### src/rtl/ss_pkg.sv
// Shared types and default widths for the ss stream register slice.
package ss_pkg;

    localparam int SS_DATA_W = 64;
    localparam int SS_KEEP_W = SS_DATA_W / 8;
    localparam int SS_USER_W = 1;

    // Encodings double as the occupancy count (beats held).
    typedef enum logic [1:0] {
        SS_EMPTY = 2'd0,
        SS_ONE   = 2'd1,
        SS_FULL  = 2'd2
    } ss_skid_state_t;

    // One stream beat; keep, last and user always travel with their data.
    typedef struct packed {
        logic [SS_DATA_W-1:0] data;
        logic [SS_KEEP_W-1:0] keep;
        logic                 last;
        logic [SS_USER_W-1:0] user;
    } ss_beat_t;

endpackage

### src/rtl/ss_skid_slice.sv
// Full register slice for the ss stream: registered valid/payload forward,
// registered ready backward, with a two-entry (main + skid) buffer.
module ss_skid_slice
    import ss_pkg::*;
#(
    parameter int DATA_W = SS_DATA_W,
    parameter int KEEP_W = DATA_W / 8,
    parameter int USER_W = SS_USER_W
) (
    input  logic              clk,
    input  logic              rst,
    input  logic              in_valid,
    output logic              in_ready,
    input  logic [DATA_W-1:0] in_data,
    input  logic [KEEP_W-1:0] in_keep,
    input  logic              in_last,
    input  logic [USER_W-1:0] in_user,
    output logic              out_valid,
    input  logic              out_ready,
    output logic [DATA_W-1:0] out_data,
    output logic [KEEP_W-1:0] out_keep,
    output logic              out_last,
    output logic [USER_W-1:0] out_user,
    output logic [1:0]        occupancy
);

    ss_skid_state_t state_q;
    ss_skid_state_t state_d;
    ss_beat_t       main_q;
    ss_beat_t       skid_q;
    ss_beat_t       in_beat;
    logic           in_ready_q;
    logic           acc;
    logic           tx;
    logic           load_main;
    logic           main_from_skid;
    logic           load_skid;

    assign in_beat.data = in_data;
    assign in_beat.keep = in_keep;
    assign in_beat.last = in_last;
    assign in_beat.user = in_user;

    // out_valid comes straight from the state flop, so it is registered.
    assign out_valid = (state_q != SS_EMPTY);
    assign in_ready  = in_ready_q;
    assign out_data  = main_q.data;
    assign out_keep  = main_q.keep;
    assign out_last  = main_q.last;
    assign out_user  = main_q.user;
    assign occupancy = state_q;

    assign acc = in_valid && in_ready_q;
    assign tx  = out_valid && out_ready;

    // Next-state and register-load decode for the occupancy FSM.
    always_comb begin
        state_d        = state_q;
        load_main      = 1'b0;
        main_from_skid = 1'b0;
        load_skid      = 1'b0;
        case (state_q)
            SS_EMPTY: begin
                if (acc) begin
                    state_d   = SS_ONE;
                    load_main = 1'b1;
                end
            end
            SS_ONE: begin
                if (acc && tx) begin
                    load_main = 1'b1;
                end else if (acc) begin
                    state_d   = SS_FULL;
                    load_skid = 1'b1;
                end else if (tx) begin
                    state_d = SS_EMPTY;
                end
            end
            SS_FULL: begin
                // in_ready is low here, so no beat can be accepted.
                if (tx) begin
                    state_d        = SS_ONE;
                    load_main      = 1'b1;
                    main_from_skid = 1'b1;
                end
            end
            default: begin
                state_d = SS_EMPTY;
            end
        endcase
    end

    // State, registered ready and beat storage; ready depends only on next state.
    always_ff @(posedge clk) begin
        if (rst) begin
            state_q    <= SS_EMPTY;
            in_ready_q <= 1'b0;
            main_q     <= '0;
            skid_q     <= '0;
        end else begin
            state_q    <= state_d;
            in_ready_q <= (state_d != SS_FULL);
            if (load_main) begin
                main_q <= main_from_skid ? skid_q : in_beat;
            end
            if (load_skid) begin
                skid_q <= in_beat;
            end
        end
    end

endmodule

### config.mk
export PLATFORM = sky130hd
export DESIGN_NAME = ss_skid_slice
export DESIGN_NICKNAME = d
export VERILOG_FILES = /design/src/rtl/ss_pkg.sv /design/src/rtl/ss_skid_slice.sv
export SDC_FILE = /design/constraint.sdc
export NUM_CORES = 1
export LEC_CHECK = 0
export CAP_MARGIN = 20
export CORE_ASPECT_RATIO = 1.75
export CORE_MARGIN = 2
export CORE_UTILIZATION = 44
export DETAILED_ROUTE_END_ITERATION = 10
export PLACE_DENSITY = 0.76
export SYNTH_ARGS = -nofsm -noshare
export SYNTH_HDL_FRONTEND = slang
export SYNTH_SLANG_ARGS = --single-unit
### constraint.sdc
create_clock -name clk -period 1.4 [get_ports clk]
set_clock_uncertainty 0.1 [all_clocks]
set_input_delay 0.14 -clock clk [delete_from_list [all_inputs] [get_ports clk]]
set_output_delay 0.14 -clock clk [all_outputs]
set_load 0.01 [all_outputs]
==> results of run 1 <==
==> layer usage <==
metal  global-route usage, %  vias to the layer above  share of wire (%)
li1                        -                     2916                  -
met3                    6.27                      100                5.9
met1                    29.4                     3123                 36
met4                    13.5                        0                5.5
met5                       0                        -                  0
met2                    47.8                      321                 53
==> power by group <==
group / internal, mW / total [mW] / leakage [nW] / switching (mW)
Sequential: 4.44 / 4.53 / 1.23 / 0.0909
Clock: 3.08 / 4.93 / 0.310 / 1.85
Combinational: 0.690 / 1.38 / 2.63 / 0.692
Total: 8.21 / 10.8 / 4.17 / 2.63
==> worst min-delay path, stage by stage <==
cell     delay [ns]
buf_4          0.14
buf_12         0.20
a21oi_2        0.04
==> cell usage in the layout, fill, tap and decap left out, types with 27 or more instances in the layout <==
master             n
nor2_1            47
nand2_2           27
clkdlybuf4s50_1   76
a21oi_1           36
a21oi_2           40
dfxtp_1          148
a311oi_1          32
nand2_1          239
nand2_4           33
dlygate4sd2_1     74
a311oi_2          42
==> what timing repair did <==
action                                  CTS  global route
gates resized for setup                 154           189
cloned                                   13            11
setup buffers                            12            10
pin swaps                                 6            89
endpoints found under the setup margin  226           152
hold buffers                              0             0
==> Yosys cell counts, drive strengths merged <==
master  count
nor2b       2
a21oi      76
nor3        2
nand2     299
or2         1
and3b       1
nand3b      1
clkbuf     31
nand4b      1
nand2b      2
buf        35
o22a        1
dfxtp     151
mux2i       1
nor2       76
a311oi     74
==> kinds of logic after synthesis <==
family | count (synthesis)
muxes | 1
AOI/OAI and AO/OA | 151
DFF | 151
buffers and inverters | 66
and+or+nand+nor | 385
==> metrics by stage <==
step | cell area [sq um] | instances | hold WS (ns) | setup slack, ns
finish | 10000 | 1124 | 0.0529 | -0.296
CTS | 9190 | 1110 | 0.0382 | -0.215
global route | 10000 | 1124 | 0.0556 | -0.347
detailed placement | 7850 | 1054 | 0.347 | -0.467
floorplan | 5960 | 754 | 0.164 | -0.0525
global placement | 7850 | 1054 | 0.342 | -0.392
==> registers in the layout, indices dropped and copies added (netlist names) <==
name and count:
out_user 1, occupancy 2, out_keep 8, out_data 64, in_ready 1, out_last 1
skid_q 74
==> worst min-delay path by stage <==
stage / endpoint / slack [ns] / cells past startpoint
after global routing: skid_q[18]$_SDFFE_PP0P_ / 0.06 / 3
after floorplan: in_ready$_SDFF_PP0_ / 0.16 / 2
final: skid_q[18]$_SDFFE_PP0P_ / 0.05 / 3
after CTS: skid_q[8]$_SDFFE_PP0P_ / 0.04 / 3
after global placement: skid_q[32]$_SDFFE_PP0P_ / 0.34 / 2
after detailed placement: skid_q[66]$_SDFFE_PP0P_ / 0.35 / 2
==> final cells by class <==
| type | instances | area, sq um |
|---|---|---|
| clock buffers | 20 | 457 |
| clock inverters | 12 | 174 |
| fillers | 806 | 3200 |
| multi-input cells | 537 | 3380 |
| flip-flops and latches | 151 | 3030 |
| well taps | 174 | 218 |
| repair buffers | 230 | 2780 |
==> tab_implementation.tex, run 1 <==
\begin{tabular}{lr}
\hline
Metric & Value \\
\hline
\multicolumn{2}{l}{\textbf{Hold path}} \\
Hold path startpoint & rst \\
Kind of path behind the tightest hold check & in2reg \\
\multicolumn{2}{l}{\textbf{Global routing}} \\
Antenna violations before repair & 0 \\
Number of global-route vias before repair & 6026 \\
Largest net degree at the start of global routing & 82 \\
GRT Total Usage & 26.8\% \\
Overflow left after global routing & 0 \\
Global-route wire length before repair & 30300 um \\
\multicolumn{2}{l}{\textbf{Pwr}} \\
Cell area power density & 1080 nW/um\^{}2 \\
Worst IR Drop VDD & 838 uV \\
Post-layout total power & 10.8 mW \\
Cell leakage power & 4.17 nW \\
\multicolumn{2}{l}{\textbf{Die}} \\
Die footprint & 14400 sq um \\
Placement Rows & 56 \\
Num ports & 156 \\
Initial Utilization & 44.6\% \\
Die height & 157 um \\
DIE WIDTH & 91.5 um \\
Area of the core region & 13200 sq um \\
\multicolumn{2}{l}{\textbf{Setup path}} \\
First element of the critical path & occupancy[0]\$\_SDFF\_PP0\_ \\
Largest driver fanout on the critical path & 8 \\
Ordered cell list for the critical path & buf\_6 > nand2b\_2 > nor3\_4 > buf\_6 > buf\_12 > nand2\_1 > a21oi\_1 \\
Setup slack of the most critical reg-to-reg path & -0.30 ns \\
Logic depth of the worst register-to-register path & 7 \\
Setup Crit Path Kind & reg2reg \\
Crit path required time & 1.62 ns \\
Arrival time reported for the critical path endpoint & 1.92 ns \\
Startpoint of the worst register-to-register path & occupancy[0]\$\_SDFF\_PP0\_ \\
Standard cell with the maximum stage delay on the critical path & dfxtp\_2 \\
Crit path depth & 7 \\
Critical Path End Type & flip-flop \\
Startpoint kind of the worst setup timing path & flip-flop \\
Most frequent cell on the critical path & buf\_6 \\
Crit path max-delay family & buffers and inverters \\
Combined buffer and inverter count along the critical path & 3 \\
CP max stage delay & 0.36 ns \\
Critical path endpoint & skid\_q[24]\$\_SDFFE\_PP0P\_ \\
Worst R2R End & skid\_q[24]\$\_SDFFE\_PP0P\_ \\
\multicolumn{2}{l}{\textbf{Clock network}} \\
H-tree depth & 4 \\
Clock root buffer & clkbuf\_16 \\
Clock edge transition at the registers on the reported setup and hold paths & 0.06 ns \\
TritonCTS clock tree & yes \\
TritonCTS Buffers & 17 \\
Clock Tree Buf Depth & 2 \\
Worst skew pair latency & 0.42 ns \\
Total number of clock tree sinks & 151 \\
\multicolumn{2}{l}{\textbf{Yosys}} \\
Proportion of synthesized chip area in sequential cells & 51.2\% \\
Flops \& latches, synth & 151 \\
Share of the synthesized area in the top cell type & 51.2\% \\
Area leader, netlist & dfxtp\_1 \\
Number of distinct library cells after synthesis & 20 \\
Main combinational cell family by area after synthesis & simple AND/OR/NAND/NOR gates \\
Cell area after synthesis & 5900 sq um \\
Post-synthesis area per instance & 7.83 sq um \\
Mux contribution to synthesized area & 0.170\% \\
Simple-gate share of the synthesized area & 25.1\% \\
Area fraction in compound gates after synthesis & 17.6\% \\
Fraction of synthesized cell area in xor and xnor cells & 0\% \\
Gate count after technology mapping & 754 \\
Mapped Nets & 832 \\
Yosys Warn Count & 0 \\
Synth area leaders & dfxtp\_1 (51\%), nand2\_1 (19\%), a311oi\_1 (11\%) \\
Adder-cell share of the synthesized area & 0\% \\
\multicolumn{2}{l}{\textbf{Routing}} \\
Total detailed-routing wirelength & 22100 um \\
DRC violations left & 0 \\
DR vias/cell & 5.75 \\
Routed wire per std cell & 19.7 um \\
Via Count & 6460 \\
Pre-Repair DR Iteration Count & 5 \\
Number of nets with antenna violations after detailed routing & 0 \\
DR iter-0 viols & 449 \\
\multicolumn{2}{l}{\textbf{STA}} \\
Count of final max-slew check failures & 0 \\
Highest clock rate & 590 MHz \\
Final Cycle Share & 121\% \\
Max transition margin & 68.4\% \\
Worst Max-Slew Pin Slew & 0.474 ns \\
Crit path time final & 1.70 ns \\
Final setup margin & -0.296 ns \\
Final sum of negative setup slack & -27.19 ns \\
Number of endpoints failing setup at the final stage & 150 \\
Setup repair after global routing missed its margin & true \\
Number of endpoints with negative hold slack in the final report & 0 \\
\multicolumn{2}{l}{\textbf{Place}} \\
DPL Wire Length & 10400 um \\
Port bufs & 155 \\
Gp weighted congestion & 0.790 \\
\multicolumn{2}{l}{\textbf{Run status}} \\
Failing checks & setup timing \\
Status & finished with violations \\
\multicolumn{2}{l}{\textbf{Final layout}} \\
Area Growth Syn to Fin & 70.1\% \\
Number of nets in the layout & 1015 \\
Share of the core filled with cells & 75.8\% \\
Fraction of final layout cells sized beyond drive strength 1 & 30.6\% \\
Diodes inserted & 0 \\
\multicolumn{2}{l}{\textbf{Flow run}} \\
Max\_cap viols & 0 \\
\hline
\end{tabular}
Note: power is estimated with default switching activity, not from simulation.
==> run 2, diff against run 1 <==
--- a/config.mk
+++ b/config.mk
@@ -7,7 +7,6 @@
 export LEC_CHECK = 0
 export CAP_MARGIN = 20
 export CORE_ASPECT_RATIO = 1.75
-export CORE_MARGIN = 2
 export CORE_UTILIZATION = 44
 export DETAILED_ROUTE_END_ITERATION = 10
 export PLACE_DENSITY = 0.76
==> run 2 against run 1 <==
Effect of this change:
- register-to-register slack got worse by 0.07 ns
- via count up 10%
- final area is 6.9% higher
- clock power increased by 2%
- global-route usage rose by 2.9 points
- total power up 2.8%
- non-clock buffer count is 26 higher
- maximum frequency fell by 3.7%
- setup slack worse by 0.065 ns
- critical endpoint is now out_keep[2]$_SDFFE_PP0P_
- the run still ends with setup timing left
- sequential share of layout area decreased by 1.9 points
==> tab_implementation.tex, run 2 (same netlist as run 1, synthesis figures left out) <==
\begin{tabular}{lr}
\hline
Metric & Value \\
\hline
\multicolumn{2}{l}{\textbf{Flow run}} \\
Max\_cap viols & 0 \\
\multicolumn{2}{l}{\textbf{Routing}} \\
Pre-Repair DR Iteration Count & 7 \\
Routed wire per std cell & 24.1 um \\
Via Count & 7120 \\
Number of nets with antenna violations after detailed routing & 0 \\
Total detailed-routing wirelength & 27700 um \\
DR iter-0 viols & 586 \\
DRC violations left & 0 \\
DR vias/cell & 6.20 \\
\multicolumn{2}{l}{\textbf{STA}} \\
Setup repair after global routing missed its margin & true \\
Max transition margin & 75.5\% \\
Crit path time final & 1.76 ns \\
Number of endpoints failing setup at the final stage & 153 \\
Final Cycle Share & 126\% \\
Count of final max-slew check failures & 0 \\
Final sum of negative setup slack & -28.99 ns \\
Final setup margin & -0.361 ns \\
Worst Max-Slew Pin Slew & 0.367 ns \\
Highest clock rate & 568 MHz \\
Number of endpoints with negative hold slack in the final report & 0 \\
\multicolumn{2}{l}{\textbf{Clock network}} \\
Clock root buffer & clkbuf\_16 \\
TritonCTS Buffers & 17 \\
Total number of clock tree sinks & 151 \\
TritonCTS clock tree & yes \\
H-tree depth & 4 \\
Clock edge transition at the registers on the reported setup and hold paths & 0.07 ns \\
Clock Tree Buf Depth & 2 \\
Worst skew pair latency & 0.44 ns \\
\multicolumn{2}{l}{\textbf{Place}} \\
DPL Wire Length & 10600 um \\
Port bufs & 155 \\
Gp weighted congestion & 0.758 \\
Dpl cells & 1055 \\
\multicolumn{2}{l}{\textbf{Run status}} \\
Failing checks & setup timing \\
Status & finished with violations \\
\multicolumn{2}{l}{\textbf{Die}} \\
Initial Utilization & 45.4\% \\
DIE WIDTH & 89.5 um \\
Die footprint & 13900 sq um \\
Die height & 155 um \\
Num ports & 156 \\
Placement Rows & 55 \\
Area of the core region & 13000 sq um \\
\multicolumn{2}{l}{\textbf{Hold path}} \\
Kind of path behind the tightest hold check & in2reg \\
Hold Crit Endpoint & skid\_q[58]\$\_SDFFE\_PP0P\_ \\
Hold path startpoint & in\_data[48] \\
Hold depth & 3 \\
\multicolumn{2}{l}{\textbf{Setup path}} \\
Setup Crit Path Kind & reg2reg \\
Critical Path End Type & flip-flop \\
Setup slack of the most critical reg-to-reg path & -0.36 ns \\
Arrival time reported for the critical path endpoint & 2.00 ns \\
Crit path required time & 1.64 ns \\
Largest driver fanout on the critical path & 5 \\
Startpoint kind of the worst setup timing path & flip-flop \\
Standard cell with the maximum stage delay on the critical path & dfxtp\_4 \\
Ordered cell list for the critical path & nand2\_4 > nor3\_4 > buf\_6 > bufbuf\_16 > nand2\_1 > a311oi\_2 \\
Worst R2R End & out\_keep[2]\$\_SDFFE\_PP0P\_ \\
CP max stage delay & 0.38 ns \\
Startpoint of the worst register-to-register path & in\_ready\$\_SDFF\_PP0\_ \\
Logic depth of the worst register-to-register path & 6 \\
\multicolumn{2}{l}{\textbf{Global routing}} \\
Global-route wire length before repair & 31000 um \\
Largest net degree at the start of global routing & 49 \\
GRT Total Usage & 29.6\% \\
Antenna violations before repair & 1 \\
Overflow left after global routing & 0 \\
Number of global-route vias before repair & 6095 \\
\multicolumn{2}{l}{\textbf{Pwr}} \\
Switching part of the total & 26.2\% \\
Cell area power density & 1040 nW/um\^{}2 \\
Share of power burned in registers & 40.7\% \\
Switch Pwr & 2.92 mW \\
Post-layout total power & 11.1 mW \\
Worst IR Drop VDD & 962 uV \\
Combinational share of power & 14.3\% \\
Cell leakage power & 4.49 nW \\
Internal power & 8.23 mW \\
Relative contribution of the clock network to total power & 45.0\% \\
\multicolumn{2}{l}{\textbf{Final layout}} \\
Top register by number of flip-flops & skid\_q \\
Area Growth Syn to Fin & 81.9\% \\
Fraction of final layout cells sized beyond drive strength 1 & 36.0\% \\
Leading cell type in the layout, fill and taps excluded & nand2\_1 \\
Largest register FFs & 74 \\
Number of nets in the layout & 1042 \\
Layout filler cell count & 654 \\
Most used cells in the layout excluding fill and tap cells & nand2\_1 (208), dfxtp\_1 (148), clkdlybuf4s50\_1 (76) \\
Final std cells w/o fill & 1149 \\
\hline
\end{tabular}
-- run 2: stage by stage --
stage               hold slack (ns)  util, %  instance area, sq um  setup WS, ns
floorplan                     0.164        -                  5960       -0.0525
global placement              0.342     60.7                  7890        -0.360
detailed placement            0.347     60.7                  7890        -0.443
CTS                           0.185     71.7                  9320        -0.198
global route                  0.198     82.5                 10700        -0.429
finish                        0.183     82.5                 10700        -0.361
-- run 2: critical path: cells and delay by family (launching register included) --
family	cells	cell delay, ns
simple gates	3	0.42
buf+inv	2	0.44
flops	1	0.38
compound gates	1	0.31
-- run 2: power by group through the flow --
stage	Combinational [mW]	Clock (mW)	Sequential (mW)
after floorplan	0.398	0	4.66
after global placement	1.10	0	4.62
after detailed placement	1.10	0	4.62
after CTS	1.27	4.91	4.52
after global routing	1.66	5.21	4.55
final	1.59	5.01	4.54
-- run 2: what timing repair did --
action	4_1_cts	5_1_grt
hold buffers	1	0
endpoints found under the setup margin	226	151
endpoints found under the hold margin	2	0
cloned	18	23
setup buffers	15	11
resized for setup	157	256
pin swaps	33	127
-- run 2: layout make-up --
cell class,count,area [sq um],share of cell area (%)
Multi-Input combinational cell,538,3610,33.6
Timing Repair Buffer,256,3250,30.3
Sequential cell,151,3030,28.3
Clock buffer,18,429,4.00
Tap cell,171,214,1.99
Clock inverter,14,196,1.83
Antenna cell,1,2.50,0.0233
-- run 2: worst max path at each step --
| stage | start | to | slack [ns] | cells past startpoint |
|---|---|---|---|---|
| CTS | occupancy[1]$_SDFF_PP0_ | out_data[11]$_SDFFE_PP0P_ | -0.20 | 5 |
| finish | in_ready$_SDFF_PP0_ | out_keep[2]$_SDFFE_PP0P_ | -0.36 | 6 |
| global route | in_ready$_SDFF_PP0_ | out_keep[2]$_SDFFE_PP0P_ | -0.43 | 6 |
| global placement | in_valid | out_data[31]$_SDFFE_PP0P_ | -0.36 | 7 |
| detailed placement | in_valid | out_data[31]$_SDFFE_PP0P_ | -0.44 | 7 |
| floorplan | occupancy[1]$_SDFF_PP0_ | out_data[59]$_SDFFE_PP0P_ | -0.05 | 7 |
-- run 2: layer usage --
| metal | vias up | routed length (um) | global-route usage [%] |
|---|---|---|---|
| met5 | - | 0 | 0 |
| met4 | 0 | 2520 | 17.3 |
| met3 | 208 | 2510 | 5.52 |
| met2 | 557 | 13400 | 50.6 |
| met1 | 3376 | 9270 | 33.3 |
| li1 | 2979 | - | - |
==> run 3, diff against run 2 <==
--- a/config.mk
+++ b/config.mk
@@ -5,11 +5,12 @@
 export SDC_FILE = /design/constraint.sdc
 export NUM_CORES = 1
 export LEC_CHECK = 0
-export CAP_MARGIN = 20
+export ABC_CLOCK_PERIOD_IN_PS = 1400
 export CORE_ASPECT_RATIO = 1.75
 export CORE_UTILIZATION = 44
 export DETAILED_ROUTE_END_ITERATION = 10
 export PLACE_DENSITY = 0.76
+export RECOVER_POWER = 25
 export SYNTH_ARGS = -nofsm -noshare
 export SYNTH_HDL_FRONTEND = slang
 export SYNTH_SLANG_ARGS = --single-unit
==> results of run 3 <==
Same layout as run 2: the final DEF is identical, and so are final timing and power.
